<file path="src/rtl/pmem_burst_pkg.sv">
// Shared types and default geometry for the cache-line to DRAM burst adaptor.
package pmem_burst_pkg;

   localparam int unsigned PMEM_LINE_W = 256;
   localparam int unsigned PMEM_BEAT_W = 64;
   localparam int unsigned PMEM_BEATS  = PMEM_LINE_W / PMEM_BEAT_W;

   typedef logic [$clog2(PMEM_BEATS)-1:0] beat_idx_t;

   typedef enum logic [1:0] {
      IDLE,
      RD_BURST,
      WR_BURST,
      DONE
   } state_t;

endpackage

</file>
<file path="src/rtl/pmem_burst_adaptor.sv">
// Converts cache line read/write requests into BEATS-beat bursts on the memory port.
// Optional ADAPTOR_STATS_EN adds saturating completed-burst counters stat_rd_o/stat_wr_o.
module pmem_burst_adaptor
   import pmem_burst_pkg::*;
#(
   parameter int unsigned LINE_W = PMEM_LINE_W,
   parameter int unsigned BEAT_W = PMEM_BEAT_W,
   parameter int unsigned ADDR_W = 32
) (
   input  logic              clk,
   input  logic              rst_n,
   input  logic              line_read_i,
   input  logic              line_write_i,
   input  logic [ADDR_W-1:0] line_addr_i,
   input  logic [LINE_W-1:0] line_wdata_i,
   output logic [LINE_W-1:0] line_rdata_o,
   output logic              line_resp_o,
   output logic [ADDR_W-1:0] burst_addr_o,
   output logic              burst_read_o,
   output logic              burst_write_o,
   output logic [BEAT_W-1:0] burst_wdata_o,
   input  logic [BEAT_W-1:0] burst_rdata_i,
   input  logic              burst_resp_i
`ifdef ADAPTOR_STATS_EN
   ,
   output logic [31:0]       stat_rd_o,
   output logic [31:0]       stat_wr_o
`endif
);

   localparam int unsigned BEATS = LINE_W / BEAT_W;
   localparam int unsigned CNT_W = (BEATS > 1) ? $clog2(BEATS) : 1;
   localparam int unsigned OFF_W = $clog2(LINE_W / 8);
   localparam logic [CNT_W-1:0]  LAST_CNT  = CNT_W'(BEATS - 1);
   localparam logic [ADDR_W-1:0] LINE_MASK = {{(ADDR_W-OFF_W){1'b1}}, {OFF_W{1'b0}}};

   state_t            r_state;
   state_t            w_next;
   logic [CNT_W-1:0]  r_cnt;
   logic [ADDR_W-1:0] r_addr;
   logic [LINE_W-1:0] r_line;
   logic [LINE_W-1:0] r_wline;
   logic              w_last;

   assign w_last = burst_resp_i && (r_cnt == LAST_CNT);

   always_comb begin
      w_next = r_state;
      unique case (r_state)
         IDLE: begin
            if (line_write_i)     w_next = WR_BURST;
            else if (line_read_i) w_next = RD_BURST;
         end
         RD_BURST: if (w_last) w_next = DONE;
         WR_BURST: if (w_last) w_next = DONE;
         DONE:     w_next = IDLE;
         default:  w_next = IDLE;
      endcase
   end

   always_ff @(posedge clk or negedge rst_n) begin
      if (!rst_n) begin
         r_state <= IDLE;
         r_cnt   <= '0;
         r_addr  <= '0;
         r_line  <= '0;
         r_wline <= '0;
      end else begin
         r_state <= w_next;
         unique case (r_state)
            IDLE: begin
               if (line_write_i || line_read_i) begin
                  r_addr <= line_addr_i & LINE_MASK;
                  r_cnt  <= '0;
               end
               if (line_write_i) r_wline <= line_wdata_i;
            end
            RD_BURST: begin
               if (burst_resp_i) begin
                  for (int unsigned b = 0; b < BEATS; b++) begin
                     if (r_cnt == CNT_W'(b)) r_line[b*BEAT_W +: BEAT_W] <= burst_rdata_i;
                  end
                  r_cnt <= r_cnt + 1'b1;
               end
            end
            WR_BURST: if (burst_resp_i) r_cnt <= r_cnt + 1'b1;
            default: ;
         endcase
      end
   end

   assign burst_read_o  = (r_state == RD_BURST);
   assign burst_write_o = (r_state == WR_BURST);
   assign line_resp_o   = (r_state == DONE);
   assign burst_addr_o  = r_addr;
   assign line_rdata_o  = r_line;

   always_comb begin
      burst_wdata_o = '0;
      if (r_state == WR_BURST) begin
         for (int unsigned b = 0; b < BEATS; b++) begin
            if (r_cnt == CNT_W'(b)) burst_wdata_o = r_wline[b*BEAT_W +: BEAT_W];
         end
      end
   end

`ifdef ADAPTOR_STATS_EN
   logic        r_is_wr;
   logic [31:0] r_stat_rd;
   logic [31:0] r_stat_wr;

   always_ff @(posedge clk or negedge rst_n) begin
      if (!rst_n) begin
         r_is_wr   <= 1'b0;
         r_stat_rd <= '0;
         r_stat_wr <= '0;
      end else begin
         if (r_state == IDLE) r_is_wr <= line_write_i;
         if (r_state == DONE) begin
            if (r_is_wr && (r_stat_wr != '1))       r_stat_wr <= r_stat_wr + 1'b1;
            else if (!r_is_wr && (r_stat_rd != '1)) r_stat_rd <= r_stat_rd + 1'b1;
         end
      end
   end

   assign stat_rd_o = r_stat_rd;
   assign stat_wr_o = r_stat_wr;
`endif

endmodule

</file>
<file path="config.mk">
export PLATFORM = sky130hd
export DESIGN_NAME = pmem_burst_adaptor
export DESIGN_NICKNAME = d
export VERILOG_FILES = /design/src/rtl/pmem_burst_pkg.sv /design/src/rtl/pmem_burst_adaptor.sv
export SDC_FILE = /design/constraint.sdc
export NUM_CORES = 1
export LEC_CHECK = 0
export BUFFER_PORTS_ARGS = -buffer_cell sky130_fd_sc_hd__buf_2
export CAP_MARGIN = 20
export CORE_AREA = 3 3 277 279
export CTS_CLUSTER_SIZE = 20
export DETAILED_ROUTE_END_ITERATION = 10
export DIE_AREA = 0 0 280 282
export PLACE_DENSITY_LB_ADDON = 0.25
export SETUP_SLACK_MARGIN = 0.05
export SLEW_MARGIN = 20
export SYNTH_ARGS = -nofsm -noshare
export SYNTH_HDL_FRONTEND = slang
export SYNTH_SLANG_ARGS = --single-unit
</file>
<file path="constraint.sdc">
create_clock -name clk -period 2.2 [get_ports clk]
set_input_delay 0.44 -clock clk [delete_from_list [all_inputs] [get_ports clk]]
set_output_delay 0.44 -clock clk [all_outputs]
set_load 0.01 [all_outputs]
</file>
==> impl_metrics.py, run 1 <==
metrics = {
    "status": {
        "status": "finished, violations left",
        "violations": "setup timing",
    },
    "finish": {
        "final_common_cell": "buf_2",
        "drive_above_1_share_pct": 67.5,
        "final_cell_mix": "buf_2 (688), dfrtp_1 (543), mux2_2 (539)",
        "fillers": 6897,
        "nets": 2633,
        "areaGrowthSynthToFinish_pct": 38.8,
        "ff_latch_area_um2": 13600,
        "final_cells": 3304,
        "final_area_um2": 30900,
        "multiInputGateArea_um2": 8600,
    },
    "die": {
        "die-area_um2": 79000,
        "dieWidth_um": 280,
        "die_height_um": 282,
        "design.portCount": 712,
        "start_util_pct": 29.9,
        "rows": 100,
        "coreArea_um2": 74400,
    },
    "clocking": {
        "cts_tree": "built",
        "clock_path_buffers": 3,
        "htree_levels": 2,
        "clkTransAtPathRegs_ns": 0.06,
        "cts_buffers": 59,
        "ctsRootBufferMaster": "clkbuf_16",
        "clk_latency_ns": 0.61,
        "cts_sinks": 543,
    },
    "grt": {
        "first_global_vias": 16785,
        "grt_usage_pct": 17.5,
        "grt_max_degree": 71,
        "grt_first_pass_wirelength_um": 105000,
        "overflow": 0,
        "antenna_found_initial": 38,
    },
    "worst_setup_path": {
        "r2r_setup_slack_ns": 0.29,
        "cp_cell_sequence": "inv_2, ha_4, nor2b_4, buf_12, buf_12, a221oi_1, o21ai_1, buf_4, buf_4",
        "path_class": "register to primary output",
        "crit_slowest_cell": "dfrtp_1",
        "r2r_start": "r_state[0]$_DFFE_PN0P_",
        "cp-start-kind": "register",
        "r2r_cells": 7,
        "cp_data_arrival_time_ns": 2.37,
        "critPathMaxFanout": 7,
        "critPathMaxStageDelay_ns": 0.40,
        "crit_path_end_kind": "primary output",
        "reg2reg_to": "r_wline[237]$_DFFE_PN0P_",
        "crit_required_ns": 1.76,
    },
    "timing": {
        "finalSetupTns_ns": -33.67,
        "rsz0062_at_grt": "true",
        "setup_violations": 64,
        "final.period_utilization_pct": 128,
        "fmax_mhz": 356,
        "skew_ns": 0.0320,
        "slew_headroom_pct": 64.0,
        "hold_viol": 0,
        "slew_viol_final": 0,
        "worst_pin_slew_ns": 0.540,
        "final.min_clock_period_ns": 2.81,
        "finalWorstSetupSlack_ns": -0.608,
    },
    "place": {
        "dpl.hpwl_um": 53200,
        "routabilityCongestion": 0.919,
        "dp.cells": 3145,
        "io_buffer_count": 701,
        "dp_slack_ns": -0.194,
        "placed_area_um2": 27400,
    },
    "route": {
        "ant_nets": 0,
        "drt_iter0_markers": 513,
        "routed_wl_um": 73300,
        "avgViaCountPerCell": 4.74,
        "wl_per_cell_um": 22.2,
        "vias": 15654,
        "drt_first_pass_iters": 4,
        "drc_errors": 0,
    },
    "pwr": {
        "power_density_nw_per_um2": 1540,
        "power_uw": 47700,
        "power_leakage_uw": 0.0147,
        "ir_drop_mv": 0.835,
    },
    "synth": {
        "yosysWarnings": 0,
        "ys_ff_latch": 543,
        "synth_cells": 1478,
        "syn_area_um2": 22300,
        "yosysUniqueCellTypes": 23,
        "avgSynthCellArea_um2": 15.1,
        "yosysSeqAreaShare_pct": 61.0,
    },
    "min_path": {
        "hold_path_class": "input pin to register",
        "whs_path_depth": 2,
        "min_to": "r_wline[174]$_DFFE_PN0P_",
        "hp-start": "line_wdata_i[174]",
    },
    "job": {
        "maxCapViolCount": 0,
    },
}
flip-flops by register name, indices dropped and copies added, names as in the netlist:
register	cells
line_rdata_o	256
r_wline	256
burst_addr_o	27
r_cnt	2
r_state	2
metrics by stage:
step,util (%),hold slack (ns)
6_report,41.5,0.0543
5_1_grt,41.5,0.0166
4_1_cts,40.7,0.000272
3_5_place_dp,36.8,0.425
3_3_place_gp,36.8,0.420
2_1_floorplan,-,0.144
logic make-up (layout without fill, tap and decap cells):
group           count (synthesis)  in the layout  synth area share, %
flops                         543            543                 61.0
other cells                     1             24               0.0168
mux                           544            544                 27.5
simple gates                   78             78                 1.48
compound gates                196            196                 5.53
fa+ha+maj                       9              9                0.506
buf+inv                       107            941                 3.92
worst max-delay path, delay by kind of cell (launching register included):
kind | cells | cell delay (ns)
compound gates | 2 | 0.40
buf+inv | 5 | 0.70
fa+ha+maj | 1 | 0.18
flops | 1 | 0.40
simple gates | 1 | 0.05
final cells by class:
type | instances | area share, %
inverter | 6 | 0.0972
clock buffer | 78 | 5.47
multi-input combinational | 832 | 27.8
clock inverter | 32 | 1.20
timing repair buffer | 825 | 17.4
sequential | 543 | 44.0
antenna | 19 | 0.154
tap | 969 | 3.92
worst max path at each step:
| stage | to | start | cells after the start |
|---|---|---|---|
| 5_1_grt | burst_wdata_o[56] | r_cnt[0]$_DFFE_PN0P_ | 9 |
| 3_5_place_dp | burst_wdata_o[56] | r_cnt[1]$_DFFE_PN0P_ | 8 |
| 3_3_place_gp | burst_wdata_o[56] | r_cnt[0]$_DFFE_PN0P_ | 8 |
| 6_report | burst_wdata_o[50] | r_cnt[1]$_DFFE_PN0P_ | 9 |
| 2_1_floorplan | burst_wdata_o[19] | r_state[0]$_DFFE_PN0P_ | 7 |
| 4_1_cts | burst_wdata_o[42] | r_cnt[0]$_DFFE_PN0P_ | 8 |
routing by layer:
layer	GRT usage, %	routed length, um
met2	30.8	36700
met5	0	233
met3	6.62	6410
met1	20.0	28300
met4	4.56	1740
where the power goes:
| group | internal [uW] | total (uW) | switching [uW] |
|---|---|---|---|
| registers | 14900 | 17900 | 2950 |
| logic | 10400 | 19500 | 9070 |
| clock network | 6220 | 10300 | 4090 |
| total | 31600 | 47700 | 16100 |
cells in the mapped netlist, drive strengths merged:
library cell | instances | area share [%]
inv | 6 | 0.10
buf | 47 | 1.8
a221oi | 65 | 2.6
dfrtp | 543 | 61
o21ai | 130 | 2.9
and2 | 1 | 0.028
nor2b | 3 | 0.084
ha | 9 | 0.51
a22oi | 1 | 0.034
conb | 1 | 0.017
mux2 | 539 | 27
nand3 | 5 | 0.20
mux2i | 5 | 0.22
clkbuf | 54 | 2.0
nor2 | 1 | 0.017
nand2 | 68 | 1.1
what timing repair did:
action,in CTS,in global routing
endpoints found under the hold margin,27,0
resized for setup,137,79
setup buffers,16,3
endpoints found under the setup margin,65,65
pin swaps,46,59
cloned,5,4
hold buffers,3,0
(Power assumes the default switching activity.)
==> inputs of run 2 (changes only) <==
--- a/config.mk
+++ b/config.mk
@@ -7,10 +7,10 @@
 export LEC_CHECK = 0
 export BUFFER_PORTS_ARGS = -buffer_cell sky130_fd_sc_hd__buf_2
 export CAP_MARGIN = 20
-export CORE_AREA = 3 3 277 279
+export CORE_AREA = 4 4 278 280
 export CTS_CLUSTER_SIZE = 20
 export DETAILED_ROUTE_END_ITERATION = 10
-export DIE_AREA = 0 0 280 282
+export DIE_AREA = 0 0 282 284
 export PLACE_DENSITY_LB_ADDON = 0.25
 export SETUP_SLACK_MARGIN = 0.05
 export SLEW_MARGIN = 20
==> impl_metrics.py, run 2 (synthesis gave the netlist of run 1 again) <==
metrics = {
    "status": {
        "status": "finished, violations left",
        "violations": "setup timing",
    },
    "finish": {
        "final_cell_mix": "buf_2 (688), dfrtp_1 (543), mux2_2 (539)",
        "drive_above_1_share_pct": 67.5,
        "nets": 2652,
        "final_area_um2": 31200,
        "fillers": 6967,
        "final_common_cell": "buf_2",
        "areaGrowthSynthToFinish_pct": 40.3,
        "ff_latch_area_um2": 13600,
        "multiInputGateArea_um2": 8750,
    },
    "worst_setup_path": {
        "crit_path_end_kind": "primary output",
        "r2r_start": "r_cnt[1]$_DFFE_PN0P_",
        "critPathMaxFanout": 9,
        "crit_path_start": "r_cnt[1]$_DFFE_PN0P_",
        "crit_required_ns": 1.76,
        "cp-start-kind": "register",
        "path_class": "register to primary output",
        "cp_data_arrival_time_ns": 2.35,
    },
    "die": {
        "die_height_um": 284,
        "die-area_um2": 80100,
        "coreArea_um2": 74400,
        "start_util_pct": 29.9,
        "design.portCount": 712,
        "rows": 100,
        "dieWidth_um": 282,
    },
    "min_path": {
        "hp-start": "line_wdata_i[51]",
        "hold_path_class": "input pin to register",
    },
    "clocking": {
        "ctsRootBufferMaster": "clkbuf_16",
        "htree_levels": 2,
        "cts_sinks": 543,
        "cts_buffers": 60,
        "clk_latency_ns": 0.61,
        "clkTransAtPathRegs_ns": 0.06,
        "clock_path_buffers": 3,
        "cts_tree": "built",
    },
    "grt": {
        "first_global_vias": 17230,
        "grt_first_pass_wirelength_um": 111000,
        "antenna_found_initial": 40,
        "overflow": 0,
        "grt_usage_pct": 18.1,
        "grt_max_degree": 83,
    },
    "route": {
        "avgViaCountPerCell": 4.70,
        "ant_nets": 0,
        "routed_wl_um": 76200,
        "drt_iter0_markers": 555,
        "wl_per_cell_um": 23.0,
        "drc_errors": 0,
        "drt_first_pass_iters": 4,
        "vias": 15596,
    },
    "timing": {
        "rsz0062_at_grt": "true",
        "slew_headroom_pct": 61.2,
        "final.period_utilization_pct": 127,
        "slew_viol_final": 0,
        "fmax_mhz": 358,
        "worst_pin_slew_ns": 0.582,
        "finalWorstSetupSlack_ns": -0.589,
        "hold_viol": 0,
        "skew_ns": 0.0252,
        "setup_violations": 64,
        "finalSetupTns_ns": -33.04,
        "final.min_clock_period_ns": 2.79,
    },
    "place": {
        "routabilityCongestion": 0.869,
        "io_buffer_count": 701,
        "dpl.hpwl_um": 53700,
        "placed_area_um2": 27300,
    },
    "pwr": {
        "power_density_nw_per_um2": 1540,
        "ir_drop_mv": 0.774,
        "power_leakage_uw": 0.0148,
    },
    "job": {
        "maxCapViolCount": 0,
    },
}
run 2: routing by layer:
metal,wire [um],global-route usage [%],vias up,share of wire [%]
met3,6930,6.62,137,9.1
met2,37300,31.2,562,49
li1,-,-,7007,-
met4,1770,4.61,40,2.3
met5,265,0,-,0.35
met1,29900,21.4,7850,39
run 2: report_power, final:
group          switching (uW)  internal, uW
sequential               2980         14900
clock                    4130          6030
combinational            9370         10800
run 2: path summary, 6_finish.rpt:
| check | endpoint | slack, ns | cells past startpoint |
|---|---|---|---|
| worst max-delay path | burst_wdata_o[36] | -0.59 | 9 |
| worst min register to register | line_rdata_o[112]$_DFFE_PN0P_ | 0.50 | 1 |
| worst max register to register | line_rdata_o[70]$_DFFE_PN0P_ | 0.15 | 6 |
| max in group asynchronous | line_rdata_o[22]$_DFFE_PN0P_ | 0.99 | 3 |
| min in group asynchronous | line_rdata_o[206]$_DFFE_PN0P_ | 0.37 | 2 |
| worst min-delay path | r_wline[51]$_DFFE_PN0P_ | 0.05 | 2 |
run 2: what timing repair did:
item / in CTS / in global routing
setup buffers: 16 / 12
hold endpoints to repair: 39 / 0
endpoints found under the setup margin: 65 / 65
pin swaps: 35 / 55
gates resized for setup: 172 / 90
gates cloned: 6 / 5
hold buffers: 19 / 0
run 2: final cells by class:
cell class,instances,share of cell area [%]
flip-flops and latches,543,43.5
multi-input cells,832,28.0
repair buffers,843,17.9
clock buffers,91,5.70
well taps,969,3.88
clock inverters,18,0.713
diodes,14,0.112
inverters,6,0.0882
run 2: through the flow:
step                      hold WS (ns)  utilization (%)  setup WS (ns)  std cells  power, uW
after floorplan                  0.144                -          0.139       1482      26800
after global placement           0.405             36.7         -0.217       3138      33800
after detailed placement         0.411             36.7         -0.281       3138      34400
after CTS                     0.000534             40.9         -0.653       3286      47200
after global routing            0.0177             41.9         -0.692       3305      50900
final                           0.0547             41.9         -0.589       3316      48200
run 2: critical path: stages (launching register included):
cell	delay, ns
dfrtp_1	0.39
inv_2	0.09
ha_4	0.16
nor2b_4	0.13
buf_12	0.14
buf_16	0.15
buf_12	0.15
a221oi_4	0.27
o21ai_1	0.11
buf_2	0.14
